<file path="config.mk">
export PLATFORM = sky130hd
export DESIGN_NAME = mem_bus_arbiter_flat
export DESIGN_NICKNAME = d
export VERILOG_FILES = /design/src/rtl/mem_bus_arbiter_if.sv /design/src/rtl/mem_bus_arbiter.sv /design/src/flat_wrapper.sv
export SDC_FILE = /design/constraint.sdc
export NUM_CORES = 1
export LEC_CHECK = 0
export BUFFER_PORTS_ARGS = -buffer_cell sky130_fd_sc_hd__buf_2
export CELL_PAD_IN_SITES_DETAIL_PLACEMENT = 1
export CELL_PAD_IN_SITES_GLOBAL_PLACEMENT = 1
export CORE_MARGIN = 2
export CORE_UTILIZATION = 39
export DETAILED_ROUTE_END_ITERATION = 10
export PLACE_DENSITY = 0.83
export SYNTH_ARGS = -nofsm -noshare
export SYNTH_HDL_FRONTEND = slang
export SYNTH_SLANG_ARGS = --single-unit
</file>
<file path="constraint.sdc">
create_clock -name clk -period 4.8 [get_ports clk]
set_input_delay 0.48 -clock clk [delete_from_list [all_inputs] [get_ports clk]]
set_output_delay 0.48 -clock clk [all_outputs]
set_load 0.03 [all_outputs]
</file>
<file path="src/rtl/mem_bus_arbiter_if.sv">
// Single-port memory bus with a request/addr_ok/data_ok handshake.
// The arbiter is the master; the memory (or bench model) is the slave.
interface mem_bus_arbiter_if #(
   parameter int AW = 32,
   parameter int DW = 32
);
   logic            req;
   logic            wr;
   logic [DW/8-1:0] sel;
   logic [AW-1:0]   addr;
   logic [DW-1:0]   wdata;
   logic            addr_ok;
   logic            data_ok;
   logic [DW-1:0]   rdata;

   modport master (
      output req, wr, sel, addr, wdata,
      input  addr_ok, data_ok, rdata
   );

   modport slave (
      input  req, wr, sel, addr, wdata,
      output addr_ok, data_ok, rdata
   );
endinterface

</file>
<file path="src/rtl/mem_bus_arbiter.sv">
// Shares one memory bus between instruction fetch and the mem stage.
// The data side has fixed priority and transactions are never pre-empted.
module mem_bus_arbiter #(
   parameter int AW = 32,
   parameter int DW = 32
) (
   input  logic            clk,
   input  logic            rst,
   input  logic            inst_req,
   input  logic [AW-1:0]   inst_addr,
   output logic [DW-1:0]   inst_rdata,
   output logic            inst_stall,
   input  logic            data_req,
   input  logic            data_wr,
   input  logic [DW/8-1:0] data_sel,
   input  logic [AW-1:0]   data_addr,
   input  logic [DW-1:0]   data_wdata,
   output logic [DW-1:0]   data_rdata,
   output logic            data_stall,
   input  logic            flush,
   mem_bus_arbiter_if.master bus
);

   typedef enum logic [2:0] {IDLE, DREQ, DWAIT, IREQ, IWAIT} state_t;

   state_t state, next_state;
   logic   d_done, i_done, discard;
   logic   data_elig, inst_elig;
   logic   launch_d, launch_i;
   logic   d_complete, i_complete, i_deliver;

   // A side sitting in its done cycle is not eligible, so a held request
   // is not re-served before the stage has advanced.
   assign data_elig  = data_req & ~d_done;
   assign inst_elig  = inst_req & ~i_done;
   assign launch_d   = (state == IDLE) & data_elig;
   assign launch_i   = (state == IDLE) & ~data_elig & inst_elig;
   assign d_complete = (state == DWAIT) & bus.data_ok;
   assign i_complete = (state == IWAIT) & bus.data_ok;
   assign i_deliver  = i_complete & ~discard & ~flush;

   always_ff @(posedge clk or negedge rst) begin
      if (!rst) state <= IDLE;
      else      state <= next_state;
   end

   always_comb begin
      next_state = state;
      case (state)
         IDLE: begin
            if (launch_d)      next_state = DREQ;
            else if (launch_i) next_state = IREQ;
         end
         DREQ:    if (bus.addr_ok) next_state = DWAIT;
         DWAIT:   if (bus.data_ok) next_state = IDLE;
         IREQ:    if (bus.addr_ok) next_state = IWAIT;
         IWAIT:   if (bus.data_ok) next_state = IDLE;
         default: next_state = IDLE;
      endcase
   end

   always_comb begin
      bus.req = (state == DREQ) || (state == IREQ);
   end

   // Request fields are captured once at launch and held until the next launch.
   always_ff @(posedge clk or negedge rst) begin
      if (!rst) begin
         bus.wr    <= 1'b0;
         bus.sel   <= '0;
         bus.addr  <= '0;
         bus.wdata <= '0;
      end else if (launch_d) begin
         bus.wr    <= data_wr;
         bus.sel   <= data_sel;
         bus.addr  <= data_addr;
         bus.wdata <= data_wdata;
      end else if (launch_i) begin
         bus.wr    <= 1'b0;
         bus.sel   <= '1;
         bus.addr  <= inst_addr;
         bus.wdata <= '0;
      end
   end

   // A flushed fetch still drains on the bus but its result is dropped.
   always_ff @(posedge clk or negedge rst) begin
      if (!rst) begin
         d_done     <= 1'b0;
         i_done     <= 1'b0;
         discard    <= 1'b0;
         data_rdata <= '0;
         inst_rdata <= '0;
      end else begin
         d_done <= d_complete;
         i_done <= i_deliver;
         if (d_complete) data_rdata <= bus.rdata;
         if (i_deliver)  inst_rdata <= bus.rdata;
         if (i_complete)
            discard <= 1'b0;
         else if (flush & (launch_i | (state == IREQ) | (state == IWAIT)))
            discard <= 1'b1;
      end
   end

   assign inst_stall = inst_req & ~i_done;
   assign data_stall = data_req & ~d_done;

endmodule

</file>
<file path="src/flat_wrapper.sv">
// flat-port wrapper written by rule: the top's interface ports become plain ports
module mem_bus_arbiter_flat 
#(
   parameter int AW = 32,
   parameter int DW = 32
)
  (clk, rst, inst_req, inst_addr, inst_rdata, inst_stall, data_req, data_wr, data_sel, data_addr, data_wdata, data_rdata, data_stall, flush, bus_req, bus_wr, bus_sel, bus_addr, bus_wdata, bus_addr_ok, bus_data_ok, bus_rdata);
  mem_bus_arbiter_if #(.AW(AW), .DW(DW)) bus_i ();
  input  logic clk;
  input  logic rst;
  input  logic inst_req;
  input  logic [AW-1:0] inst_addr;
  output logic [DW-1:0] inst_rdata;
  output logic inst_stall;
  input  logic data_req;
  input  logic data_wr;
  input  logic [DW/8-1:0] data_sel;
  input  logic [AW-1:0] data_addr;
  input  logic [DW-1:0] data_wdata;
  output logic [DW-1:0] data_rdata;
  output logic data_stall;
  input  logic flush;
  output wire logic [$bits(bus_i.req)-1:0] bus_req;
  output wire logic [$bits(bus_i.wr)-1:0] bus_wr;
  output wire logic [$bits(bus_i.sel)-1:0] bus_sel;
  output wire logic [$bits(bus_i.addr)-1:0] bus_addr;
  output wire logic [$bits(bus_i.wdata)-1:0] bus_wdata;
  input wire logic [$bits(bus_i.addr_ok)-1:0] bus_addr_ok;
  input wire logic [$bits(bus_i.data_ok)-1:0] bus_data_ok;
  input wire logic [$bits(bus_i.rdata)-1:0] bus_rdata;
  assign bus_req = bus_i.req;
  assign bus_wr = bus_i.wr;
  assign bus_sel = bus_i.sel;
  assign bus_addr = bus_i.addr;
  assign bus_wdata = bus_i.wdata;
  assign bus_i.addr_ok = bus_addr_ok;
  assign bus_i.data_ok = bus_data_ok;
  assign bus_i.rdata = bus_rdata;
  mem_bus_arbiter #(.AW(AW), .DW(DW)) u_core (.clk(clk), .rst(rst), .inst_req(inst_req), .inst_addr(inst_addr), .inst_rdata(inst_rdata), .inst_stall(inst_stall), .data_req(data_req), .data_wr(data_wr), .data_sel(data_sel), .data_addr(data_addr), .data_wdata(data_wdata), .data_rdata(data_rdata), .data_stall(data_stall), .flush(flush), .bus(bus_i));
endmodule
</file>
==> metrics.md <==
| Metric | Value |
|---|---|
| Peak supply drop | `0.276 mV` |
| Placed cell area | `7500 sq um` |
| Max-slew headroom | `26.7%` |
| Die X | `129 um` |
| Area leader, netlist | `dfrtp_1` |
| Final Power | `6.30 mW` |
| First-pass GRT wire length | `28.4 mm` |
| DP HPWL | `13.1 mm` |
| Num CTS Buffers | `17` |
| Row cnt | `45` |
| Gr usage total | `22.2%` |
| Yosys reg bits | `139` |
| Setup Skew | `0.00977 ns` |
| Max cap viols | `0` |
| Pleak | `4.24 nW` |
| Avg Cell Area, Syn | `13.6 sq um` |
| P&R area growth vs syn | `33.7%` |
| Final Cell Area | `8110 sq um` |
| Tightest Pin Transition | `1.10 ns` |
| Slowest library cell on the worst path | `dfrtp_1` |
| R2R Path Start | `u_core.i_done` |
| CP startpoint kind | `register` |
| Count leader, synth | `dfrtp_1` |
| Total number of vias | `4850` |
| Fmax | `0.351 GHz` |
| CP Buf/Inv Count | `2` |
| ANT nets after route | `0` |
| Worst-path clk slew | `0.06 ns` |
| Kind of end point of the critical path | `output pin` |
| Synth Instances | `446` |
| H-tree Lvls | `4` |
| Largest net degree at the start of global routing | `80` |
| Setup TNS | `0 ns` |
| Via density | `5.35` |
| Final Setup Violations | `0` |
| First drt pass iteration count | `5` |
| Yosys top cell area share | `57.3%` |
| Post-synth EDFFs | `0` |
| CORE AREA | `15200 sq um` |
| RSZ-0062 raised after global routing | `false` |
| Netlist Area Pre-Place | `6070 sq um` |
| Initial antenna violation count | `0` |
| Most common library cells after synthesis | `dfrtp_1, mux2_2, o21ai_0, a22o_1, and3b_1` |
| Top_reg_cell synth | `dfrtp_1` |
| Synth unique cells | `33` |
| Req. time, crit path | `4.32 ns` |
| Syn_nets | `586` |
| Clk buf depth | `2` |
| Vias in the first global route | `5269` |
| Critical path arrival | `2.37 ns` |
| Tmin final | `2.85 ns` |
| CTS tree | `built` |
| Status | `completed` |
| Clock latency at the later pin of the worst-skew pair | `0.42 ns` |
| Final Hold Fails | `0` |
| GPL Wtd Cong | `0.800` |
| I/O pin total | `276` |
| Buffer type at the clock tree root | `clkbuf_16` |
| Overflow after GRT | `0` |
| Initial Util | `39.9%` |
| Setup crit start | `u_core.i_done` |
| Nets | `844` |
| Die area | `16600 sq um` |
| DR iter-0 viols | `256` |
| Tightest Hold Check Type | `in2async` |
| Main area contributors after synthesis | `dfrtp_1, mux2_4, mux2_2` |
| Pre-CTS setup slack | `2.21 ns` |
| Setup ws final | `1.95 ns` |
| Wire per inst | `20.3 um` |
| Routed wire length | `18.4 mm` |
| Crit Path Max Fanout | `33` |
| Sequential element share of the synthesized area | `57.3%` |
| Input/output buffers | `275` |
| Slowest stage delay, CP | `0.87 ns` |
| Share of layout cells above drive strength 1 | `53.6%` |
| P per Cell Area | `777 nW/um^2` |
| Worst-path cell chain | `nand2b_1 > inv_1 > buf_2` |
| Fin. max-slew vios | `0` |
| Warnings from Yosys | `0` |
| # DRC | `0` |
| Clock tree sinks | `139` |
| Postcts setup bufs | `0` |
| CTS Hold Bufs | `0` |
| FFs w/ async S/R, synth | `100%` |
| WS Path Type | `reg2out` |
| CP delay by family, top | `flip-flops` |
| Die Ht | `129 um` |
| Hold Worst Slack | `0.0783 ns` |
| Post-cts gate resize count | `0` |
| Fin crit share | `59.4%` |
path summary, 6_finish.rpt:
path                                         end  slack (ns)  depth (start not counted)
max                                   inst_stall        1.95                          3
min                        u_core.inst_rdata[10]        0.08                          1
max reg2reg                  u_core.bus.wdata[5]        2.29                          5
min reg2reg                 u_core.bus.wdata[11]        0.50                          1
max in group asynchronous  u_core.data_rdata[13]        3.42                          2
min in group clk            u_core.bus.wdata[11]        0.29                          2
logic make-up (layout without fill, tap and decap cells):
logic type / Yosys count / count (layout) / share of synthesized area (%)
and+or+nand+nor: 50 / 50 / 6.72
other: 0 / 1 / 0
xor gates and xnor gates: 1 / 1 / 0.144
muxes: 65 / 65 / 13.9
buffers and inverters: 49 / 320 / 4.56
DFF: 139 / 139 / 57.3
AOI/OAI and AO/OA: 142 / 142 / 17.4
per-stage QoR:
step	cells	util [%]
final	906	53.3
after global routing	905	53.3
after CTS	905	53.3
after detailed placement	873	49.3
after global placement	873	49.3
after floorplan	446	-
metal layers:
metal / global-route usage (%) / up-vias / wire length (um)
li1: - / 2195 / -
met1: 26.0 / 2401 / 7290
met2: 37.7 / 215 / 9310
met3: 6.61 / 39 / 1280
met4: 10.0 / 0 / 563
met5: 0 / - / 0
flip-flops by register name (all words and copies together), names as in the netlist:
signal and count:
u_core.bus.addr 32, u_core.inst_rdata 32, u_core.data_rdata 32, u_core.d_done 1, u_core.bus.wdata 32, u_core.discard 1, u_core.bus.sel 4, u_core.bus.wr 1
u_core.i_done 1, u_core.state 3
cell usage in the layout, fill, tap and decap left out, types with 2 or more instances in the layout:
cell type and count:
o31ai_1 32, inv_1 4, clkbuf_16 17, a21oi_1 2, buf_4 8, clkinvlp_4 3, buf_2 274, nand3_1 5
dfrtp_1 139, and3b_1 33, o32ai_1 2, clkinv_2 2, o21ai_0 36, o22a_1 2, nand2b_1 2, inv_6 2
mux2_2 36, clkinv_4 3, bufinv_16 3, a22o_1 33, a2bb2oi_1 32, mux2_4 29
power by group:
group          internal [mW]  leakage [nW]  total (mW)  switching (mW)
logic                   1.02          2.22        2.93            1.91
clock network          0.834         0.290        1.34           0.509
registers               1.69          1.72        2.03           0.331
total                   3.55          4.24        6.30            2.75
area by class of cell:
class                   count  area, sq um
multi-input cells         258         2320
fillers                  1638         7090
diodes                      1         2.50
repair buffers            283         1440
well taps                 188          235
flip-flops and latches    139         3480
inverters                   5         18.8
clock inverters            13          166
clock buffers              19          443
Power figures use the tool's default switching activity.
